File: src/rtl/gpio_input_conditioner.sv
// Per-bit synchronizer plus stability-count debouncer for board GPIO inputs, with registered edge pulses.
// Define GPIO_IRQ_LATCH_EN to build the sticky irq_o latch; otherwise irq_o is tied low.
module gpio_input_conditioner #(
  parameter int WIDTH           = 8,
  parameter int SYNC_STAGES     = 2,
  parameter int DEBOUNCE_CYCLES = 16,
  parameter int CNT_WIDTH       = 5
) (
  input  logic             clk,
  input  logic             rst,
  input  logic [WIDTH-1:0] raw_i,
  output logic [WIDTH-1:0] gpio_o,
  output logic [WIDTH-1:0] rise_o,
  output logic [WIDTH-1:0] fall_o,
  output logic             change_o,
  input  logic             irq_clr_i,
  output logic             irq_o
);

  localparam logic [CNT_WIDTH-1:0] CNT_MAX = CNT_WIDTH'(DEBOUNCE_CYCLES - 1);

  logic [WIDTH-1:0]     sync_q [SYNC_STAGES];
  logic [CNT_WIDTH-1:0] cnt    [WIDTH];
  logic [WIDTH-1:0]     s;
  logic [WIDTH-1:0]     differ;
  logic [WIDTH-1:0]     accept;

  assign s = sync_q[SYNC_STAGES-1];

  // Plain flop chain: nothing may sit between stages or metastability can leak through.
  always_ff @(posedge clk) begin
    if (rst) begin
      for (int k = 0; k < SYNC_STAGES; k++) sync_q[k] <= '0;
    end else begin
      sync_q[0] <= raw_i;
      for (int k = 1; k < SYNC_STAGES; k++) sync_q[k] <= sync_q[k-1];
    end
  end

  always_comb begin
    differ = s ^ gpio_o;
    accept = '0;
    for (int i = 0; i < WIDTH; i++) accept[i] = differ[i] && (cnt[i] == CNT_MAX);
  end

  // A bit agreeing with gpio_o zeroes its count, so any glitch restarts the stability window.
  always_ff @(posedge clk) begin
    if (rst) begin
      for (int i = 0; i < WIDTH; i++) cnt[i] <= '0;
      gpio_o   <= '0;
      rise_o   <= '0;
      fall_o   <= '0;
      change_o <= 1'b0;
    end else begin
      for (int i = 0; i < WIDTH; i++) begin
        if (!differ[i] || accept[i]) cnt[i] <= '0;
        else                         cnt[i] <= cnt[i] + 1'b1;
      end
      gpio_o   <= gpio_o ^ accept;
      rise_o   <= accept & s;
      fall_o   <= accept & ~s;
      change_o <= |accept;
    end
  end

`ifdef GPIO_IRQ_LATCH_EN
  // Set has priority so an event coinciding with a clear is never lost.
  always_ff @(posedge clk) begin
    if (rst)            irq_o <= 1'b0;
    else if (|accept)   irq_o <= 1'b1;
    else if (irq_clr_i) irq_o <= 1'b0;
  end
`else
  logic unused_irq_clr;
  assign unused_irq_clr = irq_clr_i;
  assign irq_o          = 1'b0;
`endif

endmodule

File: config.mk
export PLATFORM = sky130hd
export DESIGN_NAME = gpio_input_conditioner
export DESIGN_NICKNAME = d
export VERILOG_FILES = /design/src/rtl/gpio_input_conditioner.sv
export SDC_FILE = /design/constraint.sdc
export NUM_CORES = 1
export LEC_CHECK = 0
export CORE_UTILIZATION = 50
export CTS_BUF_LIST = sky130_fd_sc_hd__clkbuf_2 sky130_fd_sc_hd__clkbuf_4 sky130_fd_sc_hd__clkbuf_8
export DETAILED_ROUTE_END_ITERATION = 16
export GPL_TIMING_DRIVEN = 0
export PLACE_DENSITY = 0.72
export RECOVER_POWER = 25
export SLEW_MARGIN = 10
export SYNTH_ARGS = -nofsm -noshare
export SYNTH_HDL_FRONTEND = slang
export SYNTH_SLANG_ARGS = --single-unit
export TNS_END_PERCENT = 10
File: constraint.sdc
create_clock -name clk -period 4.5 [get_ports clk]
set_clock_uncertainty 0.05 [all_clocks]
set_input_delay 0.45 -clock clk [delete_from_list [all_inputs] [get_ports clk]]
set_output_delay 0.45 -clock clk [all_outputs]
set_load 0.05 [all_outputs]
==> out/qor.yml <==
pwr:
  leakage_nw: 1.61
  p_per_area_mw_per_mm2: 343
  ir_drop_mv: 0.178
critical_path:
  crit_family: "buffers and inverters"
  crit_path_max_incr_delay_ps: 840
  critPathMaxFanout: 5
  worst_setup_path_start_kind: "flop"
  crit_required_ps: 4000
  cpMaxStageDelayCell: "clkdlybuf4s50_1"
  worstSetupPathType: "flop to output pin"
  cp_data_arrival_time_ps: 1630
  end_kind: "output pin"
  worst-path-buf-inv: 1
  crit_path_cell_trace: "clkdlybuf4s50_1"
floorplanning:
  ioPinCount: 37
  die-area_mm2: 0.00687
  die_h_um: 82.9
  die_x_um: 82.9
  initial_core_util_pct: 51.5
  coreArea_mm2: 0.00635
  rows: 29
status:
  status: "finished, final reports clean"
route:
  drtIter0Drc: 85
  drc: 0
  firstDrtPassIters: 4
  via_count: 2006
  avgViaCountPerCell: 4.63
  drt-wirelength-per-cell_um: 11.7
  wl_um: 5070
  ant_nets: 0
timing:
  fin_setup_tns_ps: 0
  rsz0062_at_grt: "false"
  period_minus_slack_ps: 2130
  timing.final.crit_share_pct: 47.2
  tightest_slew_ps: 569
  drv_slew: 0
  timing.final.hold_violations: 0
  max_freq_ghz: 0.470
  finalSetupViolations: 0
  slew_headroom_pct: 62.0
cts:
  root_buffer: "clkbuf_8"
  path_clk_slew_ps: 80
  clkSinkCount: 81
  htreeDepth: 3
  hold_buffers: 0
  cts_resized: 0
  cts.path.max_buffers: 2
  cts_setup_buffers: 0
  clk-insertion-delay-late_ps: 350
  cts_buffers: 9
  cts_tree: "built"
global_route:
  track_usage_pct: 15.9
  antenna_found_initial: 0
  grt_start_max_net_pins: 13
  grt_pass1_wl_um: 8350
  first_global_vias: 1845
  grt-ovfl-total: 0
layout:
  multi_input_area_mm2: 0.00129
  n_antenna_cell: 0
  regArea_mm2: 0.00202
  layout_commonest_cell: "nor2_1"
  mostFrequentLayoutCells: "48 x nor2_1, 41 x dfxtp_1, 41 x conb_1"
  finalInstanceArea_mm2: 0.00404
  syn2layout_area_growth_pct: 23.5
  nFillCells: 510
  nNetsFinal: 378
  post-route-util_pct: 63.6
  drive_gt1_share_pct: 6.46
synthesis:
  ys_ff_latch: 81
  ys_async_sr_fraction_pct: 0
  avgSynthCellArea_um2: 12.2
  ys_seq_area_share_pct: 61.8
  synthCells: 267
  ys_types: 24
  synthesis.area_mm2: 0.00327
  synthFlopType: "dfxtp_1"
  yosys_warnings: 0
  synth-edff-count: 40
min_path:
  hold_class: "flop to flop"
placement:
  hpwl_um: 3580
  io_buffers: 34
  place_area_mm2: 0.00385
  gp_congestion: 0.784
job:
  drv_cap: 0
[synth_stat cells, drive strengths merged, types with 2 or more instances]
library cell / instances / share of area, %
o22a: 2 / 0.61
ha: 16 / 6.1
nor4b: 10 / 2.7
nor4bb: 6 / 1.8
and3: 11 / 2.1
or3: 5 / 1.7
nor2: 48 / 5.5
nor2b: 15 / 2.9
clkbuf: 2 / 0.23
xnor2: 13 / 3.5
nand3: 8 / 1.2
edfxtp: 40 / 37
buf: 4 / 0.76
nand2: 3 / 0.34
conb: 2 / 0.23
mux2i: 8 / 2.4
xor2: 11 / 2.9
dfxtp: 41 / 25
inv: 18 / 2.1
[worst reg2reg max path, cell delays in order (launching register included)]
cell and delay [ps]:
edfxtp_1 420, ha_1 250, and3_1 190, ha_1 210, or3_4 430, nor2_1 120
[kinds of logic (layout without fill, tap and decap cells)]
family | Yosys count | after routing | share of synthesized area (%)
simple gates | 107 | 107 | 18.5
mux | 8 | 8 | 2.45
flops | 81 | 81 | 61.8
fa+ha+maj | 16 | 16 | 6.12
compound gates | 5 | 5 | 1.38
xor+xnor | 24 | 24 | 6.43
other cells | 2 | 41 | 0.230
buf+inv | 24 | 74 | 3.06
[path summary, 6_finish.rpt]
kind              slack (ps)  cells after the start                 endpoint                     from
setup / recovery        2370                      1                gpio_o[1]                     flop
hold / removal           390                      1  sync_q[0][9]$_SDFF_PP0_  sync_q[0][1]$_SDFF_PP0_
setup reg to reg        2690                      5  cnt[0][7]$_SDFFCE_PN0P_  cnt[0][5]$_SDFFCE_PN0P_
hold reg to reg          390                      1  sync_q[0][9]$_SDFF_PP0_  sync_q[0][1]$_SDFF_PP0_
[cell type report]
class / instances / area share (%)
plain buffers: 6 / 0.651
clock buffers: 12 / 3.63
clock inverters: 4 / 1.08
inverters: 18 / 1.67
multi-input cells: 201 / 32.1
flip-flops and latches: 81 / 50.1
well taps: 77 / 2.39
repair buffers: 34 / 8.43
[where the power goes]
group / switching [W] / internal, W
Combinational: 0.0000343 / 0.0000279
Clock: 0.000241 / 0.000272
Sequential: 0.0000139 / 0.000795
Total: 0.000289 / 0.00109
[routing by layer]
layer	routed length [um]	share of wire [%]	track usage, %
met5	0	0	0
met4	144	2.8	9.56
met3	200	3.9	4.77
met2	2300	45	24.1
met1	2420	48	20.2
[sequential cells by signal, summed over array words and instances, names as in the netlist, named ones only]
signal	cells
cnt	40
sync_q	16
fall_o	8
rise_o	8
change_o	1
[stage by stage]
step                std cells  setup slack [ps]  total power (W)  hold slack (ps)
detailed placement        417              2440         0.000889              370
floorplan                 306              2820         0.000867              364
finish                    433              2370          0.00138              386
CTS                       433              2370          0.00140              388
global route              433              2330          0.00144              410
global placement          417              2440         0.000886              372
Note: power is estimated with default switching activity, not from simulation.
